==> src/rtl/pipeline_hazard_control_unit_if.sv <==
// rtl/pipeline_hazard_control_unit_if.sv - hazard unit signal bundle between pipeline datapath and controller
interface pipeline_hazard_control_unit_if #(
  parameter int CNT_W = 32
);
  logic [4:0]       ID_Rs1;
  logic [4:0]       ID_Rs2;
  logic             ID_uses_rs1;
  logic             ID_uses_rs2;
  logic             EX_MemRead;
  logic [4:0]       EX_Rd;
  logic             EX_branch_taken;
  logic             MEM_req;
  logic             dmem_ready;

  logic             pc_en;
  logic             ifid_en;
  logic             ifid_flush;
  logic             idex_en;
  logic             idex_flush;
  logic             exmem_en;
  logic             memwb_flush;
  logic             mem_timeout;
  logic [CNT_W-1:0] stall_count;
  logic [CNT_W-1:0] flush_count;

  modport master (
    output ID_Rs1, ID_Rs2, ID_uses_rs1, ID_uses_rs2, EX_MemRead, EX_Rd,
           EX_branch_taken, MEM_req, dmem_ready,
    input  pc_en, ifid_en, ifid_flush, idex_en, idex_flush, exmem_en,
           memwb_flush, mem_timeout, stall_count, flush_count
  );

  modport slave (
    input  ID_Rs1, ID_Rs2, ID_uses_rs1, ID_uses_rs2, EX_MemRead, EX_Rd,
           EX_branch_taken, MEM_req, dmem_ready,
    output pc_en, ifid_en, ifid_flush, idex_en, idex_flush, exmem_en,
           memwb_flush, mem_timeout, stall_count, flush_count
  );
endinterface

==> src/rtl/pipeline_hazard_control_unit.sv <==
// rtl/pipeline_hazard_control_unit.sv - stall/flush controller for load-use, taken branch and dmem wait
module pipeline_hazard_control_unit #(
  parameter int MEM_TIMEOUT = 255,
  parameter int CNT_W       = 32
) (
  input logic clk,
  input logic rst_n,
  pipeline_hazard_control_unit_if.slave hz
);
  localparam int WAIT_W = (MEM_TIMEOUT < 2) ? 1 : $clog2(MEM_TIMEOUT + 1);

  typedef enum logic [1:0] {RUN, MEM_WAIT, FAULT} state_t;

  state_t           state;
  logic [WAIT_W-1:0] wait_cnt;
  logic             timeout_q;
  logic [CNT_W-1:0] stall_q;
  logic [CNT_W-1:0] flush_q;

  logic mem_wait;
  logic lu;
  logic freeze;
  logic take_branch;
  logic load_use;
  logic pc_en;

  assign mem_wait = hz.MEM_req & ~hz.dmem_ready;
  assign lu = hz.EX_MemRead & (hz.EX_Rd != 5'd0) &
              ((hz.ID_uses_rs1 & (hz.ID_Rs1 == hz.EX_Rd)) |
               (hz.ID_uses_rs2 & (hz.ID_Rs2 == hz.EX_Rd)));

  // Priority: freeze > taken branch > load-use; a branch wins over load-use
  // because the dependent ID instruction is being discarded anyway.
  assign freeze      = (state == FAULT) | mem_wait;
  assign take_branch = ~freeze & hz.EX_branch_taken;
  assign load_use    = ~freeze & ~hz.EX_branch_taken & lu;
  assign pc_en       = ~freeze & ~load_use;

  assign hz.pc_en       = pc_en;
  assign hz.ifid_en     = pc_en;
  assign hz.ifid_flush  = take_branch;
  assign hz.idex_en     = ~freeze;
  assign hz.idex_flush  = take_branch | load_use;
  assign hz.exmem_en    = ~freeze;
  assign hz.memwb_flush = freeze;
  assign hz.mem_timeout = timeout_q;
  assign hz.stall_count = stall_q;
  assign hz.flush_count = flush_q;

  always_ff @(posedge clk or negedge rst_n) begin
    if (!rst_n) begin
      state     <= RUN;
      wait_cnt  <= '0;
      timeout_q <= 1'b0;
      stall_q   <= '0;
      flush_q   <= '0;
    end else begin
      case (state)
        RUN: begin
          if (mem_wait) begin
            state    <= MEM_WAIT;
            wait_cnt <= WAIT_W'(1);
          end
        end
        MEM_WAIT: begin
          if (!mem_wait) begin
            state <= RUN;
          end else if (wait_cnt == WAIT_W'(MEM_TIMEOUT)) begin
            state     <= FAULT;
            timeout_q <= 1'b1;
          end else begin
            wait_cnt <= wait_cnt + WAIT_W'(1);
          end
        end
        FAULT: begin
          state <= FAULT;
        end
        default: begin
          state <= RUN;
        end
      endcase

      if (!pc_en && (stall_q != '1)) begin
        stall_q <= stall_q + CNT_W'(1);
      end
      if (take_branch && (flush_q != '1)) begin
        flush_q <= flush_q + CNT_W'(1);
      end
    end
  end
endmodule

==> src/flat_wrapper.sv <==
// flat-port wrapper written by rule: the top's interface ports become plain ports
module pipeline_hazard_control_unit_flat 
#(
  parameter int MEM_TIMEOUT = 255,
  parameter int CNT_W       = 32
)
  (clk, rst_n, hz_ID_Rs1, hz_ID_Rs2, hz_ID_uses_rs1, hz_ID_uses_rs2, hz_EX_MemRead, hz_EX_Rd, hz_EX_branch_taken, hz_MEM_req, hz_dmem_ready, hz_pc_en, hz_ifid_en, hz_ifid_flush, hz_idex_en, hz_idex_flush, hz_exmem_en, hz_memwb_flush, hz_mem_timeout, hz_stall_count, hz_flush_count);
  pipeline_hazard_control_unit_if #(.CNT_W(CNT_W)) hz_i ();
  input logic clk;
  input logic rst_n;
  input wire logic [$bits(hz_i.ID_Rs1)-1:0] hz_ID_Rs1;
  input wire logic [$bits(hz_i.ID_Rs2)-1:0] hz_ID_Rs2;
  input wire logic [$bits(hz_i.ID_uses_rs1)-1:0] hz_ID_uses_rs1;
  input wire logic [$bits(hz_i.ID_uses_rs2)-1:0] hz_ID_uses_rs2;
  input wire logic [$bits(hz_i.EX_MemRead)-1:0] hz_EX_MemRead;
  input wire logic [$bits(hz_i.EX_Rd)-1:0] hz_EX_Rd;
  input wire logic [$bits(hz_i.EX_branch_taken)-1:0] hz_EX_branch_taken;
  input wire logic [$bits(hz_i.MEM_req)-1:0] hz_MEM_req;
  input wire logic [$bits(hz_i.dmem_ready)-1:0] hz_dmem_ready;
  output wire logic [$bits(hz_i.pc_en)-1:0] hz_pc_en;
  output wire logic [$bits(hz_i.ifid_en)-1:0] hz_ifid_en;
  output wire logic [$bits(hz_i.ifid_flush)-1:0] hz_ifid_flush;
  output wire logic [$bits(hz_i.idex_en)-1:0] hz_idex_en;
  output wire logic [$bits(hz_i.idex_flush)-1:0] hz_idex_flush;
  output wire logic [$bits(hz_i.exmem_en)-1:0] hz_exmem_en;
  output wire logic [$bits(hz_i.memwb_flush)-1:0] hz_memwb_flush;
  output wire logic [$bits(hz_i.mem_timeout)-1:0] hz_mem_timeout;
  output wire logic [$bits(hz_i.stall_count)-1:0] hz_stall_count;
  output wire logic [$bits(hz_i.flush_count)-1:0] hz_flush_count;
  assign hz_i.ID_Rs1 = hz_ID_Rs1;
  assign hz_i.ID_Rs2 = hz_ID_Rs2;
  assign hz_i.ID_uses_rs1 = hz_ID_uses_rs1;
  assign hz_i.ID_uses_rs2 = hz_ID_uses_rs2;
  assign hz_i.EX_MemRead = hz_EX_MemRead;
  assign hz_i.EX_Rd = hz_EX_Rd;
  assign hz_i.EX_branch_taken = hz_EX_branch_taken;
  assign hz_i.MEM_req = hz_MEM_req;
  assign hz_i.dmem_ready = hz_dmem_ready;
  assign hz_pc_en = hz_i.pc_en;
  assign hz_ifid_en = hz_i.ifid_en;
  assign hz_ifid_flush = hz_i.ifid_flush;
  assign hz_idex_en = hz_i.idex_en;
  assign hz_idex_flush = hz_i.idex_flush;
  assign hz_exmem_en = hz_i.exmem_en;
  assign hz_memwb_flush = hz_i.memwb_flush;
  assign hz_mem_timeout = hz_i.mem_timeout;
  assign hz_stall_count = hz_i.stall_count;
  assign hz_flush_count = hz_i.flush_count;
  pipeline_hazard_control_unit #(.MEM_TIMEOUT(MEM_TIMEOUT), .CNT_W(CNT_W)) u_core (.clk(clk), .rst_n(rst_n), .hz(hz_i));
endmodule
==> config.mk <==
export PLATFORM = sky130hd
export DESIGN_NAME = pipeline_hazard_control_unit_flat
export DESIGN_NICKNAME = d
export VERILOG_FILES = /design/src/rtl/pipeline_hazard_control_unit_if.sv /design/src/rtl/pipeline_hazard_control_unit.sv /design/src/flat_wrapper.sv
export SDC_FILE = /design/constraint.sdc
export NUM_CORES = 1
export LEC_CHECK = 0
export CAP_MARGIN = 20
export CELL_PAD_IN_SITES_DETAIL_PLACEMENT = 0
export CELL_PAD_IN_SITES_GLOBAL_PLACEMENT = 1
export CORE_AREA = 8 8 113 115
export CTS_CLUSTER_SIZE = 14
export DETAILED_ROUTE_END_ITERATION = 6
export DIE_AREA = 0 0 121 123
export PLACE_DENSITY_LB_ADDON = 0.12
export SYNTH_ARGS = -nofsm -noshare
export SYNTH_HDL_FRONTEND = slang
export SYNTH_SLANG_ARGS = --single-unit
==> constraint.sdc <==
create_clock -name clk -period 2.4 [get_ports clk]
set_input_delay 0.36 -clock clk [delete_from_list [all_inputs] [get_ports clk]]
set_output_delay 0.36 -clock clk [all_outputs]
set_load 0.02 [all_outputs]
==> impl_metrics.env <==
export IMPL_status="finished clean"
export IMPL_synth_top_cell_by_area="dfrtp_1"
export IMPL_core_area_um2=11080
export IMPL_post_synth_top_count_cell="dfrtp_1"
export IMPL_clk_pin_slew_ns=0.06
export IMPL_dpl_cell_count=615
export IMPL_relSlewSlack_pct=64.62
export IMPL_end_kind="flop"
export IMPL_syn_area_per_cell_um2=10.43
export IMPL_io_pins=95
export IMPL_synth_flop_cell="dfrtp_1"
export IMPL_gp_congestion=0.7761
export IMPL_drv_cap=0
export IMPL_clock_power_share_pct=43.1
export IMPL_cts_made_buffers=9
export IMPL_crit_fanout=5
export IMPL_finalMaxSlewViolations=0
export IMPL_synthDominantCellAreaShare_pct=51.42
export IMPL_grt_pass1_wl_um=16190
export IMPL_synth_area_top_cells="dfrtp_1, xnor2_1, xor2_1, nand4_1, nand2_1"
export IMPL_leakagePower_nw=2.431
export IMPL_critPathKind="input pin to flop"
export IMPL_viasPerCell=4.742
export IMPL_syn_num_nets=376
export IMPL_worst_slew_pin_slew_ns=0.5267
export IMPL_die_area_um2=14880
export IMPL_drt_pre_antenna_iters=4
export IMPL_place_hpwl_um=7181
export IMPL_cts_sinks=75
export IMPL_cp_arrival_ns=2.53
export IMPL_ys_ff_latch=75
export IMPL_final_area_um2=5583
export IMPL_fin_skew_ns=0.007808
export IMPL_synth_common_cells="dfrtp_1, xnor2_1, nand2_1"
export IMPL_die_y_um=123
export IMPL_final_cells=644
export IMPL_reg2reg_setup_slack_ns=0.13
export IMPL_synthArstFlopShare_pct=100.0
export IMPL_start_util_pct=32.95
export IMPL_pwr_share_comb_pct=18.8
export IMPL_setup_viol=0
export IMPL_drive_above_1_share_pct=16.17
export IMPL_switching_share_pct=25.89
export IMPL_internal_power_mw=2.919
export IMPL_ys_seq_area_share_pct=51.42
export IMPL_clk_path_buf_depth=2
export IMPL_drt_wl_total_um=9952
export IMPL_finalPower_mw=3.939
export IMPL_power_density_nw_per_um2=705.5
export IMPL_final_min_clock_period_ns=2.321
export IMPL_htreeDepth=3
export IMPL_antenna_found_initial=0
export IMPL_hold_class="input pin to async pin"
export IMPL_max_freq_mhz=430.8
export IMPL_placed_area_um2=5019
export IMPL_synthesis_yosys_warnings=0
export IMPL_diodes=0
export IMPL_syn_instance_count=350
export IMPL_netlist_area_um2=3650
export IMPL_start_kind="input pin"
export IMPL_netSwitchingPower_mw=1.020
export IMPL_n_fill_cell=1010
export IMPL_drt_iter0_markers=88
export IMPL_io_buffer_count=94
export IMPL_final_antenna_net_count=0
export IMPL_grt_max_degree=51
export IMPL_die_x_um=121
export IMPL_hold_violations=0
export IMPL_grt_usage_pct=13.52
export IMPL_crit_required_ns=2.61
export IMPL_area_growth_synth_to_final_pct=52.97
export IMPL_seq_power_share_pct=38.2
export IMPL_overflow=0
export IMPL_ir_worst_vdd_v=0.0004730
export IMPL_clk_insertion_delay_late_ns=0.33
export IMPL_std_cell_rows=39
export IMPL_clock_root_buffer="clkbuf_16"
export IMPL_grt_pass1_vias=3193
export IMPL_cts_tree="done"
export IMPL_min_period_over_period_pct=96.72
export IMPL_finalNetCount=522
export IMPL_synth_distinct_cells=41
export IMPL_synth_edff_count=0
export IMPL_vias=3054
export IMPL_drc=0
export IMPL_wire_per_inst_um=15.45
## power groups by stage
stage          logic (mW)  registers, mW  clock network (mW)
2_1_floorplan       0.209           1.62                   0
4_1_cts             0.729           1.51                1.74
5_1_grt             0.798           1.52                1.79
3_5_place_dp        0.712           1.52                   0
3_3_place_gp        0.705           1.52                   0
6_report            0.739           1.50                1.70
## layout by cell type (no fill, tap or decap), types with 24 or more instances in the layout
cell / count
xnor2_1: 50
dfrtp_1: 75
buf_4: 44
xor2_1: 26
nor2_1: 25
nand2_1: 38
nand3_1: 24
nand4_1: 27
clkdlybuf4s50_1: 85
## per-layer routing
layer | up-vias | wire length, µm | GRT usage [%]
li1 | 1520 | - | -
met1 | 1470 | 4572 | 16.41
met2 | 51 | 4659 | 22.04
met3 | 13 | 579 | 4.840
met4 | 0 | 142 | 4.294
met5 | - | 0 | 0
## stage by stage
step / setup slack [ns] / hold WS (ns) / setup TNS, ns / util [%]
detailed placement: -0.4316 / 0.3033 / -5.620 / 45.31
CTS: 0.01172 / 0.4929 / 0 / 49.51
finish: 0.07875 / 0.4801 / 0 / 50.40
global route: -0.01388 / 0.5076 / -0.01473 / 50.40
floorplan: 0.04959 / 0.06441 / 0 / -
global placement: -0.3601 / 0.3046 / -3.413 / 45.31
## critical path, stage by stage
cell and delay, ns:
clkdlybuf4s50_1 0.55, or4_4 0.16, o211ai_1 0.11, buf_4 0.16
buf_4 0.12, buf_4 0.12, a32o_2 0.23, a21oi_4 0.26
buf_4 0.20, nand4_1 0.12, xnor2_1 0.14
## path summary, 6_finish.rpt
check / depth (start not counted) / to / from
setup / recovery: 11 / u_core.hz.stall_count[31]$_DFFE_PN0P_ / hz_EX_Rd[4]
hold / removal: 2 / u_core.hz.mem_timeout$_DFFE_PN0P_ / rst_n
setup reg to reg: 7 / u_core.hz.flush_count[1]$_DFFE_PN0P_ / u_core.hz.flush_count[8]$_DFFE_PN0P_
hold reg to reg: 1 / u_core.hz.mem_timeout$_DFFE_PN0P_ / u_core.hz.mem_timeout$_DFFE_PN0P_
max in group asynchronous: 3 / u_core.hz.flush_count[7]$_DFFE_PN0P_ / rst_n
min in group clk: 1 / u_core.hz.mem_timeout$_DFFE_PN0P_ / u_core.hz.mem_timeout$_DFFE_PN0P_
## logic make-up after synthesis
kind of cell,share of synthesized area [%]
and+or+nand+nor,23.52
adders and majority gates,1.029
buffers and inverters,1.611
DFF,51.42
xor gates and xnor gates,18.24
muxes,0.8913
AOI/OAI and AO/OA,3.291
## area by class of cell
cell class / instances / area, µm² / share of cell area [%]
flip-flops and latches: 75 / 1877 / 33.62
repair buffers: 141 / 1350 / 24.18
multi-input cells: 262 / 1774 / 31.78
clock buffers: 12 / 256.5 / 4.594
clock inverters: 4 / 120.1 / 2.151
well taps: 143 / 178.9 / 3.205
inverters: 7 / 26.28 / 0.4706
## state kept, by name (all words and copies together) (netlist names)
signal                 flops
u_core.state               2
u_core.hz.flush_count     32
u_core.hz.mem_timeout      1
u_core.wait_cnt            8
u_core.hz.stall_count     32
## what timing repair did
action,4_1_cts,5_1_grt
gates cloned,0,2
gates resized for setup,17,11
setup buffers,10,0
setup endpoints to repair,7,10
hold buffers,1,0
pin swaps,2,4
hold endpoints to repair,25,0
Note: power is estimated with default switching activity, not from simulation.
